$ cat config.mk
export PLATFORM = sky130hd
export DESIGN_NAME = instruction_fetch
export DESIGN_NICKNAME = d
export VERILOG_FILES = /design/src/rtl/fetch_pkg.sv /design/src/rtl/fetch_return_fifo.sv /design/src/rtl/instruction_fetch.sv
export SDC_FILE = /design/constraint.sdc
export NUM_CORES = 1
export LEC_CHECK = 0
export BUFFER_PORTS_ARGS = -buffer_cell sky130_fd_sc_hd__buf_2
export CAP_MARGIN = 20
export CORE_MARGIN = 2
export CORE_UTILIZATION = 61
export CTS_CLUSTER_SIZE = 10
export DETAILED_ROUTE_END_ITERATION = 7
export PLACE_DENSITY = 0.86
export SLEW_MARGIN = 20
export SYNTH_ARGS = -nofsm -noshare
export SYNTH_HDL_FRONTEND = slang
export SYNTH_SLANG_ARGS = --single-unit
$ cat constraint.sdc
create_clock -name clk_in -period 4.81 [get_ports clk_in]
set_clock_uncertainty 0.2 [all_clocks]
set_input_delay 0.2405 -clock clk_in [delete_from_list [all_inputs] [get_ports clk_in]]
set_output_delay 0.2405 -clock clk_in [all_outputs]
set_load 0.01 [all_outputs]
$ cat src/rtl/fetch_pkg.sv
// Shared types and constants for the instruction fetch front end.
// FETCH_PC_TAG_EN widens the return entry with the fetch PC of each word.
package fetch_pkg;

  localparam int unsigned XLEN = 32;

  typedef logic [XLEN-1:0] inst_t;

  typedef enum logic [1:0] {
    IDLE,
    FETCH,
    STALL
  } fetch_state_t;

  localparam inst_t           NOP_INST         = 32'h0000_0013;
  localparam logic [XLEN-1:0] DEFAULT_RESET_PC = 32'h0000_0000;

  // One return-FIFO entry: instruction word, optionally tagged with its PC.
  typedef struct packed {
`ifdef FETCH_PC_TAG_EN
    logic [XLEN-1:0] pc;
`endif
    inst_t           inst;
  } ret_entry_t;

endpackage

$ cat src/rtl/fetch_return_fifo.sv
// Return FIFO holding memory data while the instruction queue back-pressures.
// Entry width follows ret_entry_t (widened when FETCH_PC_TAG_EN is defined).
module fetch_return_fifo
  import fetch_pkg::*;
#(
  parameter int unsigned DEPTH = 4
) (
  input  logic       clk,
  input  logic       rst_n,
  input  logic       clr,
  input  logic       wr_en,
  input  ret_entry_t wr_data,
  input  logic       rd_en,
  output ret_entry_t rd_data,
  output logic       not_empty
);

  localparam int unsigned PTR_W = $clog2(DEPTH);
  localparam int unsigned CNT_W = PTR_W + 1;

  ret_entry_t       mem [DEPTH];
  logic [PTR_W-1:0] wr_ptr;
  logic [PTR_W-1:0] rd_ptr;
  logic [CNT_W-1:0] count;
  logic             do_rd;
  logic             full;

  assign do_rd     = rd_en && (count != '0);
  assign not_empty = (count != '0);
  assign full      = (count == CNT_W'(DEPTH));
  assign rd_data   = mem[rd_ptr];

  // Pointers wrap naturally because DEPTH is a power of two; clear beats write.
  always_ff @(posedge clk or negedge rst_n) begin
    if (!rst_n) begin
      wr_ptr <= '0;
      rd_ptr <= '0;
      count  <= '0;
      for (int i = 0; i < int'(DEPTH); i++) mem[i] <= '0;
    end else if (clr) begin
      wr_ptr <= '0;
      rd_ptr <= '0;
      count  <= '0;
    end else begin
      if (wr_en) begin
        mem[wr_ptr] <= wr_data;
        wr_ptr      <= wr_ptr + PTR_W'(1);
      end
      if (do_rd) rd_ptr <= rd_ptr + PTR_W'(1);
      count <= count + CNT_W'(wr_en) - CNT_W'(do_rd);
    end
  end

  // The credit counter upstream must never let a write hit a full FIFO.
  a_no_overflow : assert property (@(posedge clk) disable iff (!rst_n) !(wr_en && !clr && full));

endmodule

$ cat src/rtl/instruction_fetch.sv
// Instruction fetch: owns the PC, issues fixed-latency BRAM reads under a credit limit,
// buffers returns and feeds the instruction queue. FETCH_PC_TAG_EN adds pc_out.
module instruction_fetch
  import fetch_pkg::*;
#(
  parameter logic [XLEN-1:0] RESET_PC     = DEFAULT_RESET_PC,
  parameter int unsigned     MEM_LATENCY  = 2,
  parameter int unsigned     MAX_INFLIGHT = 4
) (
  input  logic            clk_in,
  input  logic            rst_n_in,
  input  logic            enable_in,
  input  logic            redirect_valid_in,
  input  logic [XLEN-1:0] redirect_pc_in,
  output logic            imem_req_out,
  output logic [XLEN-1:0] imem_addr_out,
  input  logic [XLEN-1:0] imem_data_in,
  output logic            valid_out,
  output logic [XLEN-1:0] instruction_out,
  input  logic            ready_in
`ifdef FETCH_PC_TAG_EN
  ,
  output logic [XLEN-1:0] pc_out
`endif
);

  localparam int unsigned OCC_W = $clog2(MAX_INFLIGHT) + 1;

  fetch_state_t     state;
  logic [XLEN-1:0]  pc;
  logic [OCC_W-1:0] occ;
  logic [OCC_W-1:0] occ_next;
  logic [MEM_LATENCY-1:0] lat_pipe;
  logic             issue;
  logic             pop;
  logic             ret_valid;
  ret_entry_t       ret_entry;
  ret_entry_t       head;
  logic [1:0]       unused_redirect_lsb;

  assign unused_redirect_lsb = redirect_pc_in[1:0];

  assign issue           = (state == FETCH) && (occ < OCC_W'(MAX_INFLIGHT)) && !redirect_valid_in;
  assign imem_req_out    = issue;
  assign imem_addr_out   = pc;
  assign pop             = valid_out && ready_in;
  assign ret_valid       = lat_pipe[MEM_LATENCY-1];
  assign occ_next        = occ + OCC_W'(issue) - OCC_W'(pop);
  assign instruction_out = head.inst;

  // PC, credits, latency pipe and fetch state; a redirect wipes all wrong-path state.
  always_ff @(posedge clk_in or negedge rst_n_in) begin
    if (!rst_n_in) begin
      state    <= IDLE;
      pc       <= RESET_PC;
      occ      <= '0;
      lat_pipe <= '0;
    end else begin
      if (redirect_valid_in) begin
        pc       <= {redirect_pc_in[XLEN-1:2], 2'b00};
        occ      <= '0;
        lat_pipe <= '0;
      end else begin
        if (issue) pc <= pc + XLEN'(4);
        occ      <= occ_next;
        lat_pipe <= (lat_pipe << 1) | MEM_LATENCY'(issue);
      end

      if (!enable_in) begin
        state <= IDLE;
      end else begin
        case (state)
          IDLE:    state <= FETCH;
          FETCH:   if (!redirect_valid_in && occ_next == OCC_W'(MAX_INFLIGHT)) state <= STALL;
          STALL:   if (redirect_valid_in || occ_next < OCC_W'(MAX_INFLIGHT)) state <= FETCH;
          default: state <= IDLE;
        endcase
      end
    end
  end

`ifdef FETCH_PC_TAG_EN
  logic [XLEN-1:0] pc_pipe [MEM_LATENCY];

  // Request addresses travel alongside the valid bits so each word keeps its PC.
  always_ff @(posedge clk_in or negedge rst_n_in) begin
    if (!rst_n_in) begin
      for (int i = 0; i < int'(MEM_LATENCY); i++) pc_pipe[i] <= '0;
    end else begin
      pc_pipe[0] <= pc;
      for (int i = 1; i < int'(MEM_LATENCY); i++) pc_pipe[i] <= pc_pipe[i-1];
    end
  end

  assign pc_out = head.pc;
`endif

  always_comb begin
    ret_entry      = '0;
    ret_entry.inst = imem_data_in;
`ifdef FETCH_PC_TAG_EN
    ret_entry.pc   = pc_pipe[MEM_LATENCY-1];
`endif
  end

  fetch_return_fifo #(
    .DEPTH (MAX_INFLIGHT)
  ) u_ret_fifo (
    .clk       (clk_in),
    .rst_n     (rst_n_in),
    .clr       (redirect_valid_in),
    .wr_en     (ret_valid),
    .wr_data   (ret_entry),
    .rd_en     (pop),
    .rd_data   (head),
    .not_empty (valid_out)
  );

endmodule
**After elaboration in Yosys (flattened, before gate mapping)**

Index checks and enable logic that the tools add are counted.

- Register bits: 174
- Latch bits: 0
- Bits in writable memories: 0
- Bits in read-only memories: 0
- Bits of input ports: 69
- Output and inout bits: 66
- Logic and storage cells: 66
- Memories kept: 0

- Add/sub/neg operators: 7
- Multiply operators: 0
- Divide/modulo/power cells: 0
- Order comparisons: 5
- Eq/ne operators: 5
- Shifts and indexed selects: 0
- Mux-type cells: 19
- Bitwise logic cells: 4
- Reductions and logical operators: 15

Operators by type and width:

| operator | number |
|---|---|
| $mux W32 | 5 |
| $bwmux W128 | 1 |
| $bmux W32 S2 | 1 |
| $demux W32 S2 | 1 |
| $add A32 B3 Y32 const B | 1 |
| $mux W2 | 8 |
| $add A3 B1 Y3 | 2 |
| $ge A3 B3 Y1 const B | 2 |
| $logic_and A1 B1 Y1 | 6 |
| $lt A3 B3 Y1 const B | 2 |
| $mux W3 | 2 |
| $not A2 Y3 | 2 |
| $pmux W2 S3 | 1 |
| $reduce_bool A2 Y1 | 3 |
| $sub A3 B1 Y3 | 2 |
| $add A2 B1 Y2 const B | 2 |
| $reduce_and A2 Y1 | 2 |
| $eq A3 B3 Y1 const B | 1 |
| $lt A3 B1 Y1 const B | 1 |
| $ne A3 B2 Y1 const B | 1 |
| $ne A3 B3 Y1 const B | 1 |
| $reduce_bool A3 Y1 | 1 |
| $eq A2 B1 Y1 const B | 1 |
| $eq A2 B2 Y1 const B | 1 |
| other kinds (5) | 5 |

**Depth between registers and ports, before layout**

- Word-level depth: 10
- Mapped depth: 10
- Gate-level depth less buffers: 9

**Modules after synthesis**

Synthesis repeated with hierarchy kept, for this count alone.

- Cell total of the unflattened synthesis: 583
- Area, all modules: 8300.5 um2

By module, submodules not included:

| module | instances | cells an instance | area each (um2) | sequential area each (um2) |
|---|---|---|---|---|
| fetch_return_fifo | 1 | 350 | 6144.6 | 3378.2 |
| instruction_fetch | 1 | 233 | 2155.8 | 925.9 |

**Worst setup path after synthesis**

No wires, ideal clock.

- Kind: register to register
- Start: reg state[0]
- End: reg state[1]
- Setup time: 0.086 ns
- Arrival time: 2.333 ns
- Data required time: 4.524 ns
- Slack: 2.191 ns
- Stages on the path, launching flop included: 9
- Buffers on the path: 0
- Period minus slack after synthesis: 2.619 ns
- Path through: dfrtp_1 -> or3b_2 -> nor2_1 -> ha_1 -> inv_1 -> fa_1 -> nor4bb_1 -> o21ai_0 -> nor3_1

- Longest elaborated chain between the ends: 9
- Elaborated cells on any way between the ends: 16
- Classes of those cells: add/sub (2); order compare (1); eq/ne (5); mux (2); reduce/logical (6)

RTL lines:

| element | RTL line | text |
|---|---|---|
| start: declaration | instruction_fetch.sv:29 | `fetch_state_t state;` |
| start signal: assignment | instruction_fetch.sv:54 | `state <= IDLE;` |
| start signal: assignment | instruction_fetch.sv:70 | `state <= IDLE;` |
| start signal: assignment | instruction_fetch.sv:73 | `IDLE: state <= FETCH;` |
| $eq A2 B1 Y1 * | instruction_fetch.sv:43 | `assign issue = (state == FETCH) && (occ < OCC_W'(MAX_INFLIGHT)) && !redirect_valid_in;` |
| $logic_and A1 B1 Y1 * (2 in series) | instruction_fetch.sv:43 |  |
| named net imem_req_out | instruction_fetch.sv:15 | `output logic imem_req_out,` |
| $add A3 B1 Y3 * | instruction_fetch.sv:48 | `assign occ_next = occ + OCC_W'(issue) - OCC_W'(pop);` |
| $sub A3 B1 Y3 * | instruction_fetch.sv:48 |  |
| $lt A3 B3 Y1 / $eq A3 B3 Y1 (equally long branches) | instruction_fetch.sv:75, instruction_fetch.sv:74 |  |
| $logic_or A1 B1 Y1 / $logic_and A1 B1 Y1 (equally long branches) | instruction_fetch.sv:75, instruction_fetch.sv:74 |  |
| $ne A3 B3 Y1 (no line) / $ne A3 B2 Y1 (equally long branches) | - |  |
| $reduce_and A2 Y1 (no line) * | - |  |

Mark *: on every way through the listed nets, which the timed path passes. The rest lies on a longest branch.
A chain may end at the register's enable or synchronous reset.

**Worst setup path after layout**

- Start: reg u_ret_fifo.rd_ptr[0]
- End: out instruction_out[23]

- Longest elaborated chain between the ends: 4

RTL lines:

| element | RTL line | text |
|---|---|---|
| start: declaration | fetch_return_fifo.sv:23 | `logic [PTR_W-1:0] rd_ptr;` |
| start signal: assignment | fetch_return_fifo.sv:49 | `if (do_rd) rd_ptr <= rd_ptr + PTR_W'(1);` |
| $not A2 Y3 (not written as such) | fetch_return_fifo.sv:31 | `assign rd_data = mem[rd_ptr];` |
| $bmux W32 S2 | fetch_return_fifo.sv:31 |  |
| $mux W32 (not written as such) (2 in series) | fetch_return_fifo.sv:31 |  |
| end: declaration | instruction_fetch.sv:19 | `output logic [XLEN-1:0] instruction_out,` |

No other way between the ends. The select of a mux whose other input is x is not followed.

==> flow_metrics.env <==
export IMPL_required_ns=4.37
export IMPL_p_leak_uw=0.004720
export IMPL_routabilityCongestion=0.8838
export IMPL_setup_violations=0
export IMPL_drive_gt1_share_pct=42.46
export IMPL_path_cells="buf_4, mux4_2, buf_2"
export IMPL_slew_violations=0
export IMPL_ir_worst_vdd_uv=257.5
export IMPL_dieWidth_um=118.5
export IMPL_fp_row_count=41
export IMPL_root_buffer="clkbuf_16"
export IMPL_ys_seq_elements=172
export IMPL_whs_path_depth=4
export IMPL_ys_seq_area_share_pct=53.85
export IMPL_power_density_nw_per_um2=467.5
export IMPL_crit_path_end="instruction_out[23]"
export IMPL_status="complete, no violations"
export IMPL_hold_path_class="in -> reg"
export IMPL_num_io_pins=135
export IMPL_yosys_warnings=0
export IMPL_viasPerCell=6.052
export IMPL_synthCells=583
export IMPL_power_uw=4690
export IMPL_grt_ovfl_total=0
export IMPL_clock_path_buffers=2
export IMPL_drt_total_wl_um=18660
export IMPL_drc=0
export IMPL_cts_setup_buffers=0
export IMPL_multi_input_area_um2=3491
export IMPL_cts_htree_levels=4
export IMPL_antennaDiodeCount=0
export IMPL_cp_max_fo=18
export IMPL_r2r_setup_slack_ns=1.94
export IMPL_antenna_left=0
export IMPL_cp_end_kind="output port"
export IMPL_hold_ws_ns=0.09628
export IMPL_fin_setup_tns_ns=0
export IMPL_grt_max_degree=104
export IMPL_worstSetupPathType="reg -> out"
export IMPL_fmax_mhz=348.0
export IMPL_ys_flop_type="dfrtp_1"
export IMPL_io_buffers=130
export IMPL_tightest_slew_ns=0.9267
export IMPL_slowest_stage="dfrtp_2"
export IMPL_slew_limit_headroom_pct=38.15
export IMPL_start_kind="flop"
export IMPL_final_hold_violation_count=0
export IMPL_cts_buffers=17
export IMPL_grt_pass1_vias=6252
export IMPL_cts_sinks=172
export IMPL_insertion_delay_ns=0.42
export IMPL_synth_async_sr_flop_share_pct=100.0
export IMPL_cts_resized=0
export IMPL_dpl_hpwl_um=11050
export IMPL_rsz0062_at_grt="no"
export IMPL_critPathLaunch="u_ret_fifo.rd_ptr[0]"
export IMPL_fp_dieH_um=118.5
export IMPL_crit_arrival_ns=2.43
export IMPL_crit_path_max_incr_delay_ns=0.79
export IMPL_initial_core_util_pct=62.82
export IMPL_area_delta_synth_final_pct=25.52
export IMPL_synth_avg_cell_area_um2=13.71
export IMPL_vias=5774
export IMPL_fill_cells=685
export IMPL_ys_types=47
export IMPL_reg2reg_from="state[0]"
export IMPL_fin_crit_sh_pct=59.74
export IMPL_final_cell_mix="dfrtp_1, buf_2, mux2_2"
export IMPL_drv_cap=0
export IMPL_fin_crit_ns=2.873
export IMPL_antenna_found_initial=0
export IMPL_cts_clk_slew_worst_paths_ns=0.06
export IMPL_final_common_cell="dfrtp_1"
export IMPL_die_area_um2=14030
export IMPL_synth_edf_count=0
export IMPL_track_usage_pct=28.26
export IMPL_wl_per_cell_um=19.56
export IMPL_mappedNetlistArea_um2=7993
export IMPL_ff2ff_path_depth=8
export IMPL_seq_area_um2=4305
export IMPL_drt_initial_drc_count=490
export IMPL_grt_pass1_wl_um=30970
export IMPL_fp_coreArea_um2=12720
export IMPL_drtPass1Iterations=6
export IMPL_fin_nets=849
export IMPL_rr_endpoint="state[1]"
export IMPL_cts_tree="yes"
-- worst min-delay path by stage --
stage / startpoint / to / slack (ns)
floorplan: rst_n_in / imem_addr_out[10] / -0.26
global placement: rst_n_in / u_ret_fifo.mem[121] / 0.18
detailed placement: rst_n_in / u_ret_fifo.mem[89] / 0.21
CTS: ready_in / u_ret_fifo.rd_ptr[0] / 0.08
global route: ready_in / u_ret_fifo.rd_ptr[0] / 0.12
finish: ready_in / u_ret_fifo.rd_ptr[0] / 0.1
-- timing repair --
item	CTS	global route
endpoints found under the setup margin	0	0
hold buffers	64	0
hold endpoints to repair	261	0
-- worst max-delay path: cells and delay by family, from the launching register on --
kind	cells	cell delay, ns
buffers and inverters	2	0.61
flip-flops	1	0.79
multiplexers	1	0.60
-- final cells by class --
cell class,instances,share of cell area [%]
Inverter,14,0.5238
Clock inverter,5,0.7733
Multi-Input combinational cell,362,34.80
Tap cell,172,2.145
Sequential cell,172,42.92
Clock buffer,27,5.313
Timing Repair Buffer,202,13.53
-- synth_stat cells (2+ instances only) --
cell type	number	share of area (%)
dfrtp_1	172	54
mux2_2	128	18
mux4_2	32	9.0
nand2_1	29	1.4
nor2_1	28	1.3
a31oi_1	15	1.2
clkbuf_1	15	0.70
buf_1	14	0.66
inv_1	14	0.66
o21ai_0	14	0.88
or4_1	13	1.2
o31ai_1	11	1.0
nand4_1	10	0.78
xnor2_1	10	1.1
ha_1	9	1.4
nand3_1	8	0.50
xor2_1	7	0.77
nor3_1	5	0.31
nor4_1	5	0.39
buf_2	4	0.25
and4_1	3	0.33
nor2b_1	3	0.23
o311a_1	3	0.38
or3_1	3	0.23
a211o_1	2	0.22
a221o_1	2	0.25
buf_4	2	0.19
fa_1	2	0.50
mux2i_1	2	0.25
-- power breakdown --
| group | internal (µW) | total, µW | switching [µW] |
|---|---|---|---|
| logic | 751 | 1340 | 586 |
| registers | 1720 | 1960 | 238 |
| clock network | 861 | 1390 | 532 |
-- state kept, by name, indices dropped and copies added, names as in the netlist --
| signal | flops |
|---|---|
| imem_addr_out | 30 |
| lat_pipe | 2 |
| occ | 3 |
| state | 2 |
| u_ret_fifo.count | 3 |
| u_ret_fifo.mem | 128 |
| u_ret_fifo.rd_ptr | 2 |
| u_ret_fifo.wr_ptr | 2 |
-- metrics by stage --
stage	utilization [%]	worst slack, ns	cell area, µm²	cells
final	78.86	1.937	10030	954
after CTS	78.86	1.857	10030	954
after floorplan	-	2.191	7996	584
after global placement	69.02	2.148	8781	858
after global routing	78.86	1.764	10030	954
after detailed placement	69.02	1.977	8781	858
-- cell families after synthesis --
logic type / after synthesis / synth area share (%)
flops: 172 / 53.85
mux: 162 / 27.30
simple gates: 119 / 8.203
compound gates: 51 / 4.305
buf+inv: 50 / 2.520
xor+xnor: 17 / 1.863
fa+ha+maj: 11 / 1.910
other cells: 1 / 0.04692
-- layer usage --
metal  up-vias  share of wire [%]  track usage, %
met2       270                 52           49.35
met1      2904                 39           34.39
met3        70                5.5           5.309
met4         0                3.5           12.28
li1       2530                  -               -
met5         -                  0               0
No activity file was read; power rests on OpenSTA's default activity.
